`src/rtl/exception_ctrl.sv`:
```
// exception_ctrl: sequential exception controller for the pipelined core.
// Qualifies ALU faults by opcode, merges external cause requests, masks and
// prioritises them (lowest index wins), captures cause/EPC, pulses a vectored
// redirect, tracks the handler until eret and queues requests raised while a
// handler is in flight in a small pending FIFO.
// Ports:
//   clk, rst_n           clock, async active-low reset
//   valid_i, opcode_i    EX-stage instruction qualifiers
//   pc_i                 EX-stage instruction PC
//   div_by_zero_i        divider fault (cause 0, qualified by OP_DIV)
//   ovf_add_i/ovf_sub_i  adder/subtractor overflow (cause 1, by OP_ADD/OP_SUB)
//   ext_req_i            external requests, bit k = cause k+2
//   mask_i               1 = cause disabled
//   eret_i               handler return strobe
//   clr_sticky_i         clears pend_ovf_o
//   exception_o          1-cycle redirect pulse, handler_address_o valid with it
//   cause_o, epc_o       captured cause and faulting PC
//   busy_o               handler active
//   ret_o, ret_pc_o      1-cycle return pulse with return PC
//   pend_ovf_o           sticky: a queued request was dropped
module exception_ctrl #(
  parameter int unsigned          ADDR_W     = 19,
  parameter int unsigned          OPCODE_W   = 5,
  parameter int unsigned          NUM_CAUSES = 4,
  parameter int unsigned          PEND_DEPTH = 4,
  parameter logic [ADDR_W-1:0]    VEC_BASE   = ADDR_W'(19'h7fff0),
  parameter int unsigned          VEC_STRIDE = 1,
  parameter logic [OPCODE_W-1:0]  OP_ADD     = OPCODE_W'(0),
  parameter logic [OPCODE_W-1:0]  OP_SUB     = OPCODE_W'(1),
  parameter logic [OPCODE_W-1:0]  OP_DIV     = OPCODE_W'(3),
  localparam int unsigned         CW         = (NUM_CAUSES > 2) ? $clog2(NUM_CAUSES) : 1
) (
  input  logic                  clk,
  input  logic                  rst_n,
  input  logic                  valid_i,
  input  logic [OPCODE_W-1:0]   opcode_i,
  input  logic [ADDR_W-1:0]     pc_i,
  input  logic                  div_by_zero_i,
  input  logic                  ovf_add_i,
  input  logic                  ovf_sub_i,
  input  logic [NUM_CAUSES-3:0] ext_req_i,
  input  logic [NUM_CAUSES-1:0] mask_i,
  input  logic                  eret_i,
  input  logic                  clr_sticky_i,
  output logic                  exception_o,
  output logic [ADDR_W-1:0]     handler_address_o,
  output logic [CW-1:0]         cause_o,
  output logic [ADDR_W-1:0]     epc_o,
  output logic                  busy_o,
  output logic                  ret_o,
  output logic [ADDR_W-1:0]     ret_pc_o,
  output logic                  pend_ovf_o
);

  localparam int unsigned PW = $clog2(PEND_DEPTH);
  localparam int unsigned EW = CW + ADDR_W;
  localparam logic [PW:0] FULL_CNT = (PW+1)'(PEND_DEPTH);

  typedef enum logic [1:0] {IDLE, TAKE, HANDLER, RETURN} state_t;

  state_t state, state_next;

  logic [NUM_CAUSES-1:0] req;
  logic                  req_any;
  logic [CW-1:0]         req_cause;

  // Request qualification and masking
  always_comb begin
    req    = '0;
    req[0] = valid_i && (opcode_i == OP_DIV) && div_by_zero_i;
    req[1] = valid_i && (((opcode_i == OP_ADD) && ovf_add_i) ||
                         ((opcode_i == OP_SUB) && ovf_sub_i));
    for (int unsigned k = 2; k < NUM_CAUSES; k++) begin
      req[k] = valid_i && ext_req_i[k-2];
    end
    req = req & ~mask_i;
  end

  // Lowest-index priority; the remaining same-cycle bits are discarded
  always_comb begin
    req_any   = 1'b0;
    req_cause = '0;
    for (int unsigned k = 0; k < NUM_CAUSES; k++) begin
      if (!req_any && req[k]) begin
        req_any   = 1'b1;
        req_cause = CW'(k);
      end
    end
  end

  // Pending FIFO of {cause, pc}
  logic [EW-1:0] mem [PEND_DEPTH];
  logic [PW-1:0] wr_ptr, rd_ptr;
  logic [PW:0]   count;
  logic          fifo_empty, fifo_full, pop, push, push_ok, drop;
  logic [EW-1:0] head;

  assign fifo_empty = (count == '0);
  assign fifo_full  = (count == FULL_CNT);
  assign pop        = (state == IDLE) && !fifo_empty;
  // In IDLE a request is taken directly unless the FIFO head has precedence
  assign push       = req_any && ((state != IDLE) || !fifo_empty);
  assign push_ok    = push && (!fifo_full || pop);
  assign drop       = push && !push_ok;
  assign head       = mem[rd_ptr];

  always_ff @(posedge clk) begin
    if (push_ok) begin
      mem[wr_ptr] <= {req_cause, pc_i};
    end
  end

  always_ff @(posedge clk or negedge rst_n) begin
    if (!rst_n) begin
      wr_ptr     <= '0;
      rd_ptr     <= '0;
      count      <= '0;
      pend_ovf_o <= 1'b0;
    end else begin
      if (push_ok) wr_ptr <= wr_ptr + 1'b1;
      if (pop)     rd_ptr <= rd_ptr + 1'b1;
      if (push_ok && !pop)      count <= count + 1'b1;
      else if (!push_ok && pop) count <= count - 1'b1;
      // A drop in the same cycle as a clear keeps the flag set
      if (drop)              pend_ovf_o <= 1'b1;
      else if (clr_sticky_i) pend_ovf_o <= 1'b0;
    end
  end

  // Cause / EPC capture
  always_ff @(posedge clk or negedge rst_n) begin
    if (!rst_n) begin
      cause_o <= '0;
      epc_o   <= '0;
    end else if (pop) begin
      cause_o <= head[EW-1:ADDR_W];
      epc_o   <= head[ADDR_W-1:0];
    end else if ((state == IDLE) && req_any) begin
      cause_o <= req_cause;
      epc_o   <= pc_i;
    end
  end

  // FSM
  always_ff @(posedge clk or negedge rst_n) begin
    if (!rst_n) state <= IDLE;
    else        state <= state_next;
  end

  always_comb begin
    state_next  = state;
    exception_o = 1'b0;
    busy_o      = 1'b0;
    ret_o       = 1'b0;
    case (state)
      IDLE:    if (pop || req_any) state_next = TAKE;
      TAKE: begin
        exception_o = 1'b1;
        busy_o      = 1'b1;
        state_next  = HANDLER;
      end
      HANDLER: begin
        busy_o = 1'b1;
        if (eret_i) state_next = RETURN;
      end
      RETURN: begin
        ret_o      = 1'b1;
        state_next = IDLE;
      end
      default: state_next = IDLE;
    endcase
  end

  logic [ADDR_W-1:0] vec_off;
  assign vec_off           = ADDR_W'(32'(cause_o) * VEC_STRIDE);
  assign handler_address_o = exception_o ? (VEC_BASE + vec_off) : '0;
  assign ret_pc_o          = ret_o ? epc_o : '0;

endmodule

```
`config.mk`:
```
export PLATFORM = sky130hd
export DESIGN_NAME = exception_ctrl
export DESIGN_NICKNAME = d
export VERILOG_FILES = /design/src/rtl/exception_ctrl.sv
export SDC_FILE = /design/constraint.sdc
export NUM_CORES = 1
export LEC_CHECK = 0
export CAP_MARGIN = 25
export CORE_MARGIN = 4
export CORE_UTILIZATION = 25
export DETAILED_ROUTE_END_ITERATION = 12
export GPL_ROUTABILITY_DRIVEN = 0
export SYNTH_ARGS = -nofsm -noshare
export SYNTH_HDL_FRONTEND = slang
export SYNTH_SLANG_ARGS = --single-unit
```
`constraint.sdc`:
```
create_clock -name clk -period 2.8 [get_ports clk]
set_input_delay 0.28 -clock clk [delete_from_list [all_inputs] [get_ports clk]]
set_output_delay 0.28 -clock clk [all_outputs]
set_load 0.01 [all_outputs]
```
==> metrics.txt <==
status finished, final reports clean; PD cells 1040 mW/mm2; ANT cells 0; Hold Startpoint clr_sticky_i; share of Yosys cell area claimed by the top area cell type 0.505; FP Rows 51; via count 2871; WHS Path Cells 2; Worst-path clk slew 50 ps; CTS root buf clkbuf_16; non-filler cells, final 695; final critical-path required period 2520 ps; Residual DRC 0; Reg2Reg Launch Point state[0]; final setup vio count 0; Crit Reg-Reg Endpoint count[2]; vias in the first global route 3164; Ys Warns 0; placed cell count 662; XOR/XNOR share of the synthesized area 0.0123; Resized cells post-CTS 0; Post-Syn Area 0.00500 mm2; class of the worst hold path primary input to flip-flop; I/O Pins 101; largest net degree at the start of global routing 41; GR Overflow Total 0; Sink Count 115; htree depth 4; Relative slew margins 0.465; WL final 10.9 mm; Hold EP pend_ovf_o; DIE AREA 0.0223 mm2; DIE HEIGHT 149 um; TritonCTS Buffers 17; required time of the critical path 3120 ps; clock latency at the later pin of the worst-skew pair 400 ps; final number of hold-violating endpoints 0; CP startpoint kind primary input; leakage power 2.47 nW; Max IR drop VDD 0.547 mV; adder-cell share of the synthesized area 0.0265; EDFF count, synth 84; ys flop type edfxtp_1; dpl hpwl 7.41 mm; initial antenna violation count 0; Hold Buf Count CTS 1; sequential share of the synthesized area 0.660; Worst-Margin Slew 802 ps; Mapped Avg Cell Area 16.1 um2; Total GRT Usage 0.103; period utilisation layout 0.900; Crit. End Element flip-flop; Worst Path Arrival 2840 ps; Synth Area in Simple Gates 0.0709; Routed wire per std cell 15.7 um; # port buffers 98; Via-to-Cell Ratio 4.13; Die Wd 149 um; crit path max fanout 3; Netlist cell types 38; largest family of logic cells by synthesized area multiplexers; RSZ-0062 raised after global routing false; top cell type by total area after synthesis edfxtp_1; Routed Antenna Nets 0; Fmax 0.397 GHz; mux contribution to synthesized area 0.141; Layout area overhead 37.7%; core area 0.0196 mm2; DRT Pass-1 Iters 4; count leader, synth edfxtp_1; Max Cap Viol 0; flop-to-flop setup slack 450 ps; worst reg-to-reg path cell count 10; kind of critical path primary input to flip-flop; post-synthesis compound-gate area fraction 0.0438; list of most frequent post-synthesis cells 84 x edfxtp_1, 31 x dfrtp_1, 26 x and2_1; Synth Instances 311; CTS tree yes; Nets 465; Slew Viols, Final 0; asr flop ratio synth 0.270; layout cell share with drive strength beyond 1 0.174; Post-CTS Setup Repair Bufs 0; Layout Skew 6.69 ps; Yosys reg bits 115; initial core utilization 0.255; final setup TNS 0 ps; CTS max path bufs 2; largest cells by area after synthesis edfxtp_1 50%, dfrtp_1 16%, mux4_2 9.5%; first-pass GRT wire length 17.3 mm; Initial DRC Count 177
cells by family after synthesis:
| logic type | Yosys count |
|---|---|
| AO/OA/AOI/OAI | 32 |
| buffers and inverters | 40 |
| XOR/XNOR | 7 |
| adder cells (fa/ha/maj) | 10 |
| other | 1 |
| flip-flops | 115 |
| multiplexers | 44 |
| AND/OR/NAND/NOR | 62 |
power breakdown:
part	switching [mW]	internal [mW]
combinational	1.28	1.50
clock	0.680	1.27
sequential	0.247	2.21
total	2.21	4.98
critical path, stage by stage:
cell,delay [ps]
clkdlybuf4s50_1,490
or4b_4,510
nor4_4,260
nor3_2,100
a21oi_4,130
ha_1,180
inv_1,50
fa_1,380
xor2_1,170
nor2_1,120
xor2_1,160
metal layers:
metal  track usage  vias up  part of all wire
met5             0        -                 0
met4        0.0330        0            0.0068
met3        0.0380        9             0.062
met2         0.171       88              0.50
met1         0.123     1424              0.43
li1              -     1350                 -
layout by cell type, fill, tap and decap left out, types with 2 or more instances in the layout:
| master | n |
|---|---|
| and2_1 | 25 |
| buf_12 | 5 |
| buf_4 | 12 |
| clkbuf_1 | 5 |
| clkbuf_16 | 17 |
| clkbuf_8 | 3 |
| clkdlybuf4s50_1 | 97 |
| clkinv_1 | 2 |
| clkinv_2 | 4 |
| conb_1 | 2 |
| dfrtp_1 | 30 |
| edfxtp_1 | 84 |
| ha_1 | 9 |
| inv_1 | 10 |
| mux2_1 | 2 |
| mux2i_1 | 20 |
| mux4_2 | 21 |
| nand2_1 | 23 |
| nor2_1 | 4 |
| o21ai_1 | 20 |
| o31a_1 | 2 |
| or2b_2 | 2 |
| xnor2_1 | 4 |
| xor2_1 | 3 |
worst max path at each step:
stage / startpoint / endpoint / slack [ps] / cells after the start
3_3_place_gp: valid_i / count[2] / -30 / 11
4_1_cts: valid_i / count[2] / 260 / 11
3_5_place_dp: valid_i / count[2] / -150 / 11
2_1_floorplan: opcode_i[3] / count[2] / 280 / 10
5_1_grt: valid_i / count[2] / 190 / 11
6_report: valid_i / count[2] / 280 / 11
per-stage QoR:
stage	utilization	power [mW]	worst slack, ps	area [um2]	hold WS (ps)
final	0.351	7.18	279	6880	467
after global routing	0.351	7.63	191	6880	477
after CTS	0.351	7.33	261	6880	451
after detailed placement	0.323	5.34	-149	6330	435
after global placement	0.323	5.28	-34.3	6330	407
after floorplan	-	4.14	282	5000	-15.6
registers in the layout (all words and copies together), names as in the netlist:
register    count
pend_ovf_o      1
epc_o          19
rd_ptr          2
count           3
wr_ptr          2
cause_o         2
state           2
mem            84
layout make-up:
type	count	area, um2
Sequential cell	115	3300
Multi-Input combinational cell	157	1490
Fill cell	1891	12700
Clock inverter	7	57.6
Tap cell	265	332
Clock buffer	25	485
Inverter	10	37.5
Timing Repair Buffer	116	1180
Note: power is estimated with default switching activity, not from simulation.
